<file path="src/rtl/m_simple_req.sv">
// Single-outstanding requester: turns one read/write command into a header
// (+ data) beat on the request stream and checks the completer's response.
module m_simple_req #(
    parameter              NAME   = "M_SIMPLE_REQ",
    parameter logic [7:0]  SRC_ID = 8'h00
) (
    input  logic        clk,
    input  logic        reset,
    input  logic        cmd_valid,
    output logic        cmd_ready,
    input  logic        cmd_write,
    input  logic [31:3] cmd_addr,
    input  logic [63:0] cmd_wdata,
    input  logic [4:0]  cmd_strobes,
    output logic        rsp_valid,
    output logic [63:0] rsp_rdata,
    output logic        rsp_error,
    output logic [63:0] O_TDATA,
    output logic        O_TVALID,
    input  logic        O_TREADY,
    output logic        O_TLAST,
    input  logic [63:0] I_TDATA,
    input  logic        I_TVALID,
    output logic        I_TREADY,
    input  logic        I_TLAST
);

    // NAME only labels the instance in simulation messages.
    if ($bits(NAME) == 0) begin : g_unnamed
    end

    typedef enum logic [2:0] {IDLE, HDR, WDATA, WAIT, RDATA, RESP} state_t;

    state_t      r_state;
    state_t      w_state_next;
    logic        r_write;
    logic [31:3] r_addr;
    logic [63:0] r_wdata;
    logic [4:0]  r_strobes;
    logic        r_err;
    logic        r_got;
    logic [63:0] r_rdata;

    logic        w_accept;
    logic        w_set_err;
    logic        w_capture;
    logic        w_hdr_bad;
    logic [1:0]  w_req_type;
    logic [1:0]  w_rsp_type;
    logic [63:0] w_hdr;

    assign w_req_type = r_write ? 2'b01 : 2'b00;
    assign w_rsp_type = r_write ? 2'b11 : 2'b10;
    assign w_hdr      = {r_strobes, 3'b000, SRC_ID, 8'h00, 6'b000000, w_req_type, r_addr, 3'b000};
    assign w_hdr_bad  = (I_TDATA[55:48] != SRC_ID) || (I_TDATA[31:3] != r_addr) ||
                        (I_TDATA[33:32] != w_rsp_type);
    assign w_accept   = cmd_valid && cmd_ready;
    assign rsp_rdata  = r_rdata;

    always_comb begin
        w_state_next = r_state;
        cmd_ready    = 1'b0;
        O_TVALID     = 1'b0;
        O_TDATA      = 64'd0;
        O_TLAST      = 1'b0;
        I_TREADY     = 1'b0;
        rsp_valid    = 1'b0;
        rsp_error    = 1'b0;
        w_set_err    = 1'b0;
        w_capture    = 1'b0;
        case (r_state)
            IDLE: begin
                cmd_ready = !reset;
                if (cmd_valid && !reset) w_state_next = HDR;
            end
            HDR: begin
                O_TVALID = 1'b1;
                O_TDATA  = w_hdr;
                O_TLAST  = !r_write;
                if (O_TREADY) w_state_next = r_write ? WDATA : WAIT;
            end
            WDATA: begin
                O_TVALID = 1'b1;
                O_TDATA  = r_wdata;
                O_TLAST  = 1'b1;
                if (O_TREADY) w_state_next = WAIT;
            end
            WAIT: begin
                I_TREADY = 1'b1;
                if (I_TVALID) begin
                    // Writes expect a lone header; reads expect header then data.
                    w_set_err    = w_hdr_bad || (r_write != I_TLAST);
                    w_state_next = I_TLAST ? RESP : RDATA;
                end
            end
            RDATA: begin
                I_TREADY = 1'b1;
                if (I_TVALID) begin
                    if (r_got)         w_set_err = 1'b1;
                    else if (!r_write) w_capture = 1'b1;
                    if (I_TLAST) w_state_next = RESP;
                end
            end
            RESP: begin
                rsp_valid    = 1'b1;
                rsp_error    = r_err;
                w_state_next = IDLE;
            end
            default: w_state_next = IDLE;
        endcase
    end

    always_ff @(posedge clk) begin
        if (reset) begin
            r_state   <= IDLE;
            r_write   <= 1'b0;
            r_addr    <= '0;
            r_wdata   <= 64'd0;
            r_strobes <= 5'd0;
            r_err     <= 1'b0;
            r_got     <= 1'b0;
            r_rdata   <= 64'd0;
        end else begin
            r_state <= w_state_next;
            if (w_accept) begin
                r_write   <= cmd_write;
                r_addr    <= cmd_addr;
                r_wdata   <= cmd_wdata;
                r_strobes <= cmd_strobes;
                r_err     <= 1'b0;
                r_got     <= 1'b0;
            end
            if (w_set_err) r_err <= 1'b1;
            if (w_capture) r_rdata <= I_TDATA;
            if (r_state == RDATA && I_TVALID) r_got <= 1'b1;
        end
    end

endmodule

</file>
<file path="config.mk">
export PLATFORM = sky130hd
export DESIGN_NAME = m_simple_req
export DESIGN_NICKNAME = d
export VERILOG_FILES = /design/src/rtl/m_simple_req.sv
export SDC_FILE = /design/constraint.sdc
export NUM_CORES = 1
export LEC_CHECK = 0
export ABC_AREA = 1
export ABC_CLOCK_PERIOD_IN_PS = 1600
export CORE_AREA = 2 2 119 121
export DETAILED_ROUTE_END_ITERATION = 7
export DIE_AREA = 0 0 121 123
export DONT_BUFFER_PORTS = 1
export GPL_ROUTABILITY_DRIVEN = 0
export MAX_ROUTING_LAYER = met4
export PLACE_DENSITY = 0.78
export SLEW_MARGIN = 40
export SYNTH_ARGS = -nofsm -noshare
export SYNTH_HDL_FRONTEND = slang
export SYNTH_SLANG_ARGS = --single-unit
</file>
<file path="constraint.sdc">
create_clock -name clk -period 1.6 [get_ports clk]
set_clock_uncertainty 0.2 [all_clocks]
set_input_delay 0.24 -clock clk [delete_from_list [all_inputs] [get_ports clk]]
set_output_delay 0.24 -clock clk [all_outputs]
set_load 0.005 [all_outputs]
</file>
==> results.toml <==
[pwr]
combPwrFrac_pct = 43.3
clkPwrFrac_pct = 26.5
vdd_drop_max_uv = 866
leakagePower_nw = 4.18
swShare_pct = 36.0
power_density_nw_per_um2 = 1380
p_int_w = 0.0104
p_switching_w = 0.00586
p_seq_share_pct = 30.2
power.total_w = 0.0163

[global_routing]
grt_max_degree = 171
grt_pass1_vias = 7280
grt_pass1_wl_um = 40500
grt_overflow = 0
antenna_found_initial = 0
grt_use_total_pct = 37.4

[sta]
clock.fmax_mhz = 476
rsz0062_at_grt = "true"
hold_violations = 168
timing.slew.headroom_pct = 77.2
min_period_ns = 2.10
fin_ws_ns = -0.500
maxSlewViolCount = 0
setup_violations = 238
tightest_slew_ns = 0.340
period_share_pct = 131
whs_ns = -0.311

[critical_path]
critical-path-slowest-cell = "dfxtp_4"
crit_required_ns = 1.75
slowest_delay_ns = 0.37
crit_arrival_ns = 2.25
cp-start-kind = "flip-flop"
cp_num_buf_inv = 6
worst_setup_path_end_kind = "flip-flop"
path_max_fanout = 8
cp_top_family = "buffers and inverters"
timing_worst_setup_path_type = "flip-flop to flip-flop"
r2r_slack_ns = -0.50
crit_top_cell = "buf_12"
worstPathCellList = "buf_6 > nor2_4 > buf_4 > nand2_2 > nor2_4 > buf_12 > nand2_8 > buf_12 > buf_12 > buf_16 > a211oi_2"

[layout]
areaGrowthSynthToFinish_pct = 65.7
layout.cells.non_filler = 1216
final_nets = 1192
antennaDiodeCount = 0
drive_gt1_share_pct = 45.9

[yosys]
syn_area_um2 = 7110
synth_edf_count = 0
async_flop_share_pct = 0
synth_seq_cells = 168
avgSynthCellArea_um2 = 7.59
synth_fp_nets = 1106
netlist_instances = 937
ys_types = 29
synth_ff_type = "dfxtp_1"
synth_warnings = 0
seq_area_frac_synth_pct = 47.3

[floorplan]
die-area_um2 = 14900
start_util_pct = 52.2
die_y_um = 123
rows = 43
die_w_um = 121
ios = 303
coreArea_um2 = 13600

[worst_hold_path]
hold_path.class = "primary input to flip-flop"

[detailed_routing]
wl_met2_um = 16100
drt_pass1_iterations = 8
routed.top_layer = "met4"
drc_errors = 1
ant_nets = 0
drt-met1-wl_um = 11200
wl_met3_um = 3030
viasPerCell = 6.18
drt-total-wl_um = 32600
drtIter0Drc = 797
via_count = 7515
post_drt_wl_per_cell_um = 26.8

[placed_design]
dp_hpwl_um = 13900
dp.cells = 1088
dp_slack_ns = -0.167
io_buffers = 0

[status]
violations = "DRC, hold timing, setup timing"
status = "finished, violations left"

[cts]
h-tree-depth = 4
cts_sinks = 168
clk_path_buf_depth = 2
cts_tree = "yes"
clkTransAtPathRegs_ns = 0.07
cts_buffers = 17
root_buffer = "clkbuf_16"
clk_latency_ns = 0.44

[job]
cap_violations = 0
layout by cell type, fill, tap and decap left out, types with 3 or more instances in the layout:
cell type | netlist | layout
o22ai_4 | 0 | 34
xnor2_1 | 7 | 7
clkbuf_16 | 0 | 25
buf_4 | 12 | 24
clkinv_2 | 0 | 4
o22ai_1 | 41 | 5
a21oi_2 | 0 | 16
inv_1 | 133 | 131
a21oi_1 | 50 | 34
nand2_2 | 2 | 34
nand2_1 | 163 | 114
dfxtp_1 | 168 | 165
bufinv_16 | 0 | 3
clkinv_4 | 0 | 3
nor2_2 | 1 | 36
a211oi_1 | 110 | 28
clkinvlp_4 | 0 | 3
a211oi_2 | 9 | 89
buf_12 | 0 | 27
nand3_1 | 6 | 3
nor2_1 | 168 | 67
nor2_4 | 1 | 67
buf_6 | 4 | 32
buf_16 | 0 | 32
nand2_8 | 0 | 5
nand3_4 | 0 | 3
buf_8 | 0 | 5
nand2_4 | 0 | 14
power groups by stage:
stage	Sequential, W	Clock [W]	Combinational [W]
after CTS	0.00487	0.00424	0.00540
after global placement	0.00494	0	0.00253
after detailed placement	0.00495	0	0.00257
after floorplan	0.00490	0	0.00184
after global routing	0.00494	0.00451	0.00726
final	0.00492	0.00432	0.00706
Yosys cell counts (2+ instances only):
cell	number	area (um2)
nand4_1	2	12.5
nand2_1	163	612
a211oi_1	110	826
o22ai_1	41	257
nor3_1	2	10.0
buf_1	4	15.0
a21oi_1	50	250
buf_6	4	45.0
nand3_1	6	30.0
buf_2	19	95.1
nand2_2	2	12.5
nor2_1	168	631
inv_1	133	499
dfxtp_1	168	3360
a211oi_2	9	113
inv_2	2	7.51
clkbuf_1	25	93.8
xnor2_1	7	61.3
buf_4	12	90.1
through the flow:
stage | hold slack (ns) | instance area [um2] | setup TNS (ns) | utilization, %
detailed placement | 0.130 | 7440 | -3.16 | 54.6
floorplan | 0.187 | 7110 | 0 | -
global placement | 0.126 | 7440 | -0.670 | 54.6
CTS | -0.323 | 10900 | -62.26 | 79.8
finish | -0.311 | 11800 | -91.16 | 86.6
global route | -0.323 | 11800 | -100.54 | 86.6
worst register-to-register path, stage by stage (launching register included):
cell and delay (ns):
dfxtp_4 0.37, buf_6 0.12, nor2_4 0.12, buf_4 0.14, nand2_2 0.07, nor2_4 0.13
buf_12 0.16, nand2_8 0.08, buf_12 0.14, buf_12 0.12, buf_16 0.14, a211oi_2 0.22
final cells by class:
| cell class | instances | area (um2) |
|---|---|---|
| clock buffers | 17 | 425 |
| clock inverters | 15 | 176 |
| fillers | 629 | 1820 |
| inverters | 135 | 528 |
| multi-input cells | 572 | 4790 |
| flip-flops and latches | 168 | 3370 |
| well taps | 180 | 225 |
| repair buffers | 129 | 2270 |
final timing paths:
path	depth (start not counted)	to	startpoint
max	11	r_wdata[1]	r_state[1]
min	1	r_addr[28]	reset
max reg2reg	11	r_wdata[1]	r_state[1]
min reg2reg	2	rsp_rdata[63]	rsp_rdata[63]
metal layers:
layer  vias to the layer above  GRT usage [%]
met2                       510           61.7
li1                       3243              -
met5                         -              -
met1                      3586           40.9
met3                       176           10.5
met4                         0           21.2
what timing repair did:
action | in CTS | in global routing
setup endpoints to repair | 207 | 238
resized for setup | 364 | 153
pin swaps | 34 | 20
gates cloned | 37 | 9
buffers inserted | 41 | 16
endpoints found under the hold margin | 168 | 168
flip-flops by register name, summed over array words and instances, names as in the netlist:
signal and flops:
r_addr 29, r_err 1, r_got 1, r_state 3
r_strobes 5, r_wdata 64, r_write 1, rsp_rdata 64
kinds of logic (layout without fill, tap and decap cells):
family / after synthesis / in the layout / share of synthesized area [%]
XOR/XNOR: 8 / 8 / 0.985
AO/OA/AOI/OAI: 213 / 213 / 20.7
AND/OR/NAND/NOR: 349 / 351 / 19.2
flip-flops: 168 / 168 / 47.3
buffers and inverters: 199 / 296 / 11.9
Note: power is estimated with default switching activity, not from simulation.
